[src/rtl/coherent_dcache.sv]
`default_nettype none
// ----------------------------------------------------------------------------
// coherent_dcache : direct-mapped MSI L1 data cache, 2-word blocks, snoopable
// Revision 1.0
// ----------------------------------------------------------------------------
module coherent_dcache #(
  parameter int SETS   = 8,
  parameter int ADDR_W = 32
) (
  input  logic              CLK,
  input  logic              nRST,
  input  logic              dmemREN,
  input  logic              dmemWEN,
  input  logic [ADDR_W-1:0] dmemaddr,
  input  logic [31:0]       dmemstore,
  output logic              dhit,
  output logic [31:0]       dmemload,
  output logic              dREN,
  output logic              dWEN,
  output logic [ADDR_W-1:0] daddr,
  output logic [31:0]       dstore,
  input  logic [31:0]       dload,
  input  logic              dwait,
  output logic              cctrans,
  output logic              ccwrite,
  input  logic              ccwait,
  input  logic              ccinv,
  input  logic [ADDR_W-1:0] ccsnoopaddr,
  output logic              have
);

  localparam int IDX_W = $clog2(SETS);
  localparam int TAG_W = ADDR_W - IDX_W - 3;

  typedef enum logic [2:0] {IDLE, WB1, WB2, RD1, RD2} fsm_t;
  typedef enum logic [1:0] {LS_I, LS_S, LS_M} line_t;

  fsm_t             state_q, state_d;
  line_t            lst_q  [SETS];
  line_t            lst_d  [SETS];
  logic [TAG_W-1:0] tag_q  [SETS];
  logic [TAG_W-1:0] tag_d  [SETS];
  logic [31:0]      data_q [SETS][2];
  logic [31:0]      data_d [SETS][2];

  logic [TAG_W-1:0] req_tag, snp_tag;
  logic [IDX_W-1:0] req_idx, snp_idx;
  logic             req_word, snp_word;
  logic             req_tag_hit, cpu_hit, victim_dirty, snp_match;
  logic             unused_low_bits;

  assign req_tag  = dmemaddr[ADDR_W-1:IDX_W+3];
  assign req_idx  = dmemaddr[IDX_W+2:3];
  assign req_word = dmemaddr[2];
  assign snp_tag  = ccsnoopaddr[ADDR_W-1:IDX_W+3];
  assign snp_idx  = ccsnoopaddr[IDX_W+2:3];
  assign snp_word = ccsnoopaddr[2];
  assign unused_low_bits = ^{dmemaddr[1:0], ccsnoopaddr[1:0]};

  assign req_tag_hit  = (lst_q[req_idx] != LS_I) && (tag_q[req_idx] == req_tag);
  assign cpu_hit      = (state_q == IDLE) && !ccwait &&
                        ((dmemREN && req_tag_hit) ||
                         (dmemWEN && req_tag_hit && (lst_q[req_idx] == LS_M)));
  // Re-evaluated every IDLE cycle so a snoop that downgrades the victim skips the write-back
  assign victim_dirty = (lst_q[req_idx] == LS_M) && (tag_q[req_idx] != req_tag);
  assign snp_match    = (lst_q[snp_idx] != LS_I) && (tag_q[snp_idx] == snp_tag);
  assign have         = (tag_q[snp_idx] == snp_tag) && (lst_q[snp_idx] == LS_M);

  always_comb begin
    dhit     = cpu_hit;
    dmemload = cpu_hit ? data_q[req_idx][req_word] : '0;
    dREN     = 1'b0;
    dWEN     = 1'b0;
    cctrans  = 1'b0;
    ccwrite  = 1'b0;
    daddr    = '0;
    dstore   = '0;
    if (ccwait) begin
      dstore = data_q[snp_idx][snp_word];
    end else begin
      case (state_q)
        WB1, WB2: begin
          dWEN   = 1'b1;
          daddr  = {tag_q[req_idx], req_idx, (state_q == WB2), 2'b00};
          dstore = data_q[req_idx][state_q == WB2];
        end
        RD1, RD2: begin
          dREN    = 1'b1;
          cctrans = 1'b1;
          ccwrite = dmemWEN;
          daddr   = {req_tag, req_idx, (state_q == RD2), 2'b00};
        end
        default: ;
      endcase
    end
  end

  always_comb begin
    state_d = state_q;
    lst_d   = lst_q;
    tag_d   = tag_q;
    data_d  = data_q;
    if (ccwait) begin
      if (snp_match) begin
        if (ccinv)                           lst_d[snp_idx] = LS_I;
        else if (lst_q[snp_idx] == LS_M)     lst_d[snp_idx] = LS_S;
      end
    end else begin
      case (state_q)
        IDLE: begin
          if (cpu_hit) begin
            if (dmemWEN) data_d[req_idx][req_word] = dmemstore;
          end else if (dmemREN || dmemWEN) begin
            state_d = victim_dirty ? WB1 : RD1;
          end
        end
        WB1: if (!dwait) state_d = WB2;
        WB2: begin
          if (!dwait) begin
            lst_d[req_idx] = LS_I;
            state_d        = RD1;
          end
        end
        RD1: begin
          if (!dwait) begin
            data_d[req_idx][0] = dload;
            state_d            = RD2;
          end
        end
        RD2: begin
          if (!dwait) begin
            data_d[req_idx][1] = dload;
            tag_d[req_idx]     = req_tag;
            lst_d[req_idx]     = dmemWEN ? LS_M : LS_S;
            state_d            = IDLE;
          end
        end
        default: state_d = IDLE;
      endcase
    end
  end

  always_ff @(posedge CLK or negedge nRST) begin
    if (!nRST) begin
      state_q <= IDLE;
      for (int i = 0; i < SETS; i++) begin
        lst_q[i]     <= LS_I;
        tag_q[i]     <= '0;
        data_q[i][0] <= '0;
        data_q[i][1] <= '0;
      end
    end else begin
      state_q <= state_d;
      lst_q   <= lst_d;
      tag_q   <= tag_d;
      data_q  <= data_d;
    end
  end

endmodule
`default_nettype wire

[config.mk]
export PLATFORM = sky130hd
export DESIGN_NAME = coherent_dcache
export DESIGN_NICKNAME = d
export VERILOG_FILES = /design/src/rtl/coherent_dcache.sv
export SDC_FILE = /design/constraint.sdc
export NUM_CORES = 2
export LEC_CHECK = 0
export ABC_AREA = 1
export CAP_MARGIN = 20
export CORE_MARGIN = 3
export CORE_UTILIZATION = 25
export CTS_CLUSTER_DIAMETER = 60
export DETAILED_ROUTE_END_ITERATION = 16
export PLACE_DENSITY = 0.49
export SLEW_MARGIN = 20
export SYNTH_ARGS = -nofsm -noshare
export SYNTH_HDL_FRONTEND = slang
export SYNTH_SLANG_ARGS = --single-unit
[constraint.sdc]
create_clock -name CLK -period 3.8 [get_ports CLK]
set_clock_uncertainty 0.15 [all_clocks]
set_input_delay 0.76 -clock CLK [delete_from_list [all_inputs] [get_ports CLK]]
set_output_delay 0.76 -clock CLK [all_outputs]
set_load 0.05 [all_outputs]
==> impl_metrics.tcl <==
set metrics [dict create \
    status "finished, violations left" \
    violations "negative setup slack" \
    ys_warn_count 0 \
    yosysTopAreaCellShare 0.3391 \
    power_leakage_nw 33.14 \
    cap_violations 0 \
    post-route-min-period_ps 4325 \
    hold_viol 0 \
    synthDistinctLibCells 44 \
    crit_arrival_ps 3410 \
    start_util 0.2528 \
    p_seq_frac 0.269 \
    synth_common_cells "2629 x nand2_1, 739 x dfrtp_1, 724 x inv_1" \
    fin_ws_ps -524.6 \
    core_area_mm2 0.2157 \
    swShare 0.4984 \
    cp.required_ps 2890 \
    setup_viol 65 \
    grt_pass1_wl_um 504400 \
    synth_area_leader_cell "dfrtp_1" \
    vias 71060 \
    synth_area_mm2 0.05453 \
    avgViaCountPerCell 6.161 \
    crit_end "dmemload[19]" \
    power.total_mw 46.78 \
    ys_ff_latch 739 \
    p_comb_frac 0.488 \
    vdd_drop_max_mv 0.6405 \
    crit_path_end_kind "output pin" \
    clk_pin_slew_ps 60 \
    pwr-share-clk 0.242 \
    synthTopCellsByArea "dfrtp_1 34%, nand2_1 18%, o221ai_1 8.0%, nand4_1 6.2%, o211ai_1 5.8%" \
    die_area_mm2 0.2238 \
    post-synth-top-count-cell "nand2_1" \
    reg2reg_slack_ps 300 \
    routed_wl_um 361500 \
    crit_path_start "dmemaddr[3]" \
    cts_buffers 113 \
    grt_pass1_vias 66050 \
    p_per_area_mw_per_mm2 602.0 \
    fillers 22420 \
    multi_input_area_mm2 0.03311 \
    design_area_mm2 0.07770 \
    ys.flop_type "dfrtp_1" \
    antenna_found_initial 16 \
    finalCritPeriodShare 1.138 \
    async_flop_share 1.000 \
    fin_setup_tns_ps -20800 \
    drive_above_1_share 0.2206 \
    grt_overflow 0 \
    clock_latency_ps 810 \
    grt_max_degree 136 \
    hp-class "flip-flop to flip-flop" \
    drtIter0Drc 10400 \
    regArea_mm2 0.01849 \
    final_nets 8715 \
    start_kind "input pin" \
    ys_seq_area_frac 0.3391 \
    wl_per_cell_um 31.35 \
    regToRegEndpoint "data_q[104]" \
    timing.fmax_ghz 0.2312 \
    clockRootBuffer "clkbuf_16" \
    rr_worst_depth 24 \
    htreeDepth 3 \
    dr.pass1.iters 10 \
    hpwl_um 225600 \
    io_buffers 230 \
    die_x_um 473.1 \
    rows 170 \
    r2r-start "tag_q[42]" \
    grt_usage 0.3090 \
    cts_max_path_buffers 3 \
    die_h_um 473.1 \
    synth_area_per_cell_um2 6.886 \
    cts.sinks 739 \
    cts_tree "built" \
    rsz0062_at_grt "yes" \
    netSwitchingPower_mw 23.31 \
    critPathKind "input pin to output pin" \
    power.internal_mw 23.46 \
    slew_viol_final 0 \
    drc 0 \
    gp_congestion 0.9757 \
    relSlewSlack 0.2072 \
    postRouteAntennaNets 0 \
    place_area_mm2 0.06790 \
    worst_pin_slew_ps 1189 \
    crit_fanout 8 \
    netlist_instances 7920 \
    synthToLayoutAreaGrowth_pct 42.47 \
    synth_edf_count 0 \
    io_pins 237 \
]
-- cells by family (layout without fill, tap and decap cells) --
kind of cell	after synthesis	in the layout	share of synthesized area
and+or+nand+nor	3514	3514	0.2718
buffers and inverters	1507	2264	0.1116
AOI/OAI and AO/OA	2150	2150	0.2760
DFF	739	739	0.3391
xor gates and xnor gates	9	9	0.001445
other	1	19	0.00006876
-- cell type report --
class | instances | share of cell area
Tap cell | 2838 | 0.04570
Clock inverter | 63 | 0.01021
Antenna cell | 17 | 0.0005475
Clock buffer | 150 | 0.04102
Multi-Input combinational cell | 5675 | 0.4261
Inverter | 742 | 0.03812
Timing Repair Buffer | 1309 | 0.2003
Sequential cell | 739 | 0.2380
-- critical path, cell delays in order --
cell,delay [ps]
buf_12,130
buf_12,150
buf_8,130
buf_12,150
nand3_4,120
buf_6,120
buf_12,160
clkinv_16,110
buf_16,190
buf_8,160
a22oi_2,210
o2111ai_2,180
inv_2,100
nor2_1,60
a211oi_4,400
buf_12,190
-- power groups by stage --
stage	combinational (mW)	sequential, mW	clock (mW)
2_1_floorplan	10.6	11.7	0
3_3_place_gp	20.3	12.4	0
3_5_place_dp	20.4	12.4	0
4_1_cts	21.4	12.4	11.4
5_1_grt	23.4	12.9	11.7
6_report	22.8	12.6	11.3
-- repair_timing --
item	in CTS	in global routing
gates resized for setup	615	249
gates cloned	17	1
setup endpoints to repair	92	85
pin swaps	159	138
hold buffers	1	0
buffers inserted	158	66
endpoints found under the hold margin	42	0
-- registers in the layout, indices dropped and copies added, names as in the netlist, named ones only --
name / flops
lst_q: 8
tag_q: 208
data_q: 512
state_q: 3
-- per-stage QoR --
step / std cells / setup WS [ps] / utilization / hold WS (ps)
5_1_grt: 11520 / -652.8 / 0.3601 / 353.6
4_1_cts: 11470 / -503.4 / 0.3540 / 324.0
3_5_place_dp: 11090 / -845.1 / 0.3148 / 311.6
6_report: 11530 / -524.6 / 0.3602 / 325.0
2_1_floorplan: 7921 / -160.0 / - / 291.3
3_3_place_gp: 11090 / -842.1 / 0.3148 / 303.0
-- per-layer routing --
layer,vias to the layer above,GRT usage,wire length (um)
li1,29540,-,-
met1,34280,0.4007,138900
met2,5755,0.4328,144600
met3,1471,0.1091,49540
met4,8,0.1932,28150
met5,-,0.008436,298
-- worst min-delay path by stage --
stage	startpoint	end	slack, ps	depth (start not counted)
after floorplan	lst_q[11]	lst_q[11]	290	2
after global placement	lst_q[11]	lst_q[11]	300	2
after detailed placement	lst_q[11]	lst_q[11]	310	2
after CTS	lst_q[11]	lst_q[11]	320	2
after global routing	lst_q[11]	lst_q[11]	350	2
final	lst_q[11]	lst_q[11]	320	2
-- layout by cell type (no fill, tap or decap), drive strengths merged, types with 4 or more instances in the layout --
cell type | synthesis | routed
a2111o | 4 | 4
a2111oi | 4 | 4
a211oi | 31 | 31
a21oi | 105 | 105
a221oi | 96 | 96
a22oi | 79 | 79
buf | 221 | 1183
bufbuf | 0 | 4
bufinv | 0 | 10
clkbuf | 544 | 151
clkdlybuf4s50 | 0 | 120
clkinv | 8 | 42
clkinvlp | 0 | 13
dfrtp | 739 | 739
diode | 0 | 17
inv | 734 | 740
nand2 | 2630 | 2630
nand3 | 129 | 129
nand4 | 539 | 539
nor2 | 191 | 191
nor3 | 20 | 20
o2111ai | 81 | 81
o211ai | 423 | 423
o21ai | 574 | 574
o21bai | 8 | 8
o221ai | 496 | 496
o22ai | 222 | 222
o311ai | 12 | 12
o31ai | 9 | 9
xor2 | 9 | 9
No activity file was read; power rests on OpenSTA's default activity.
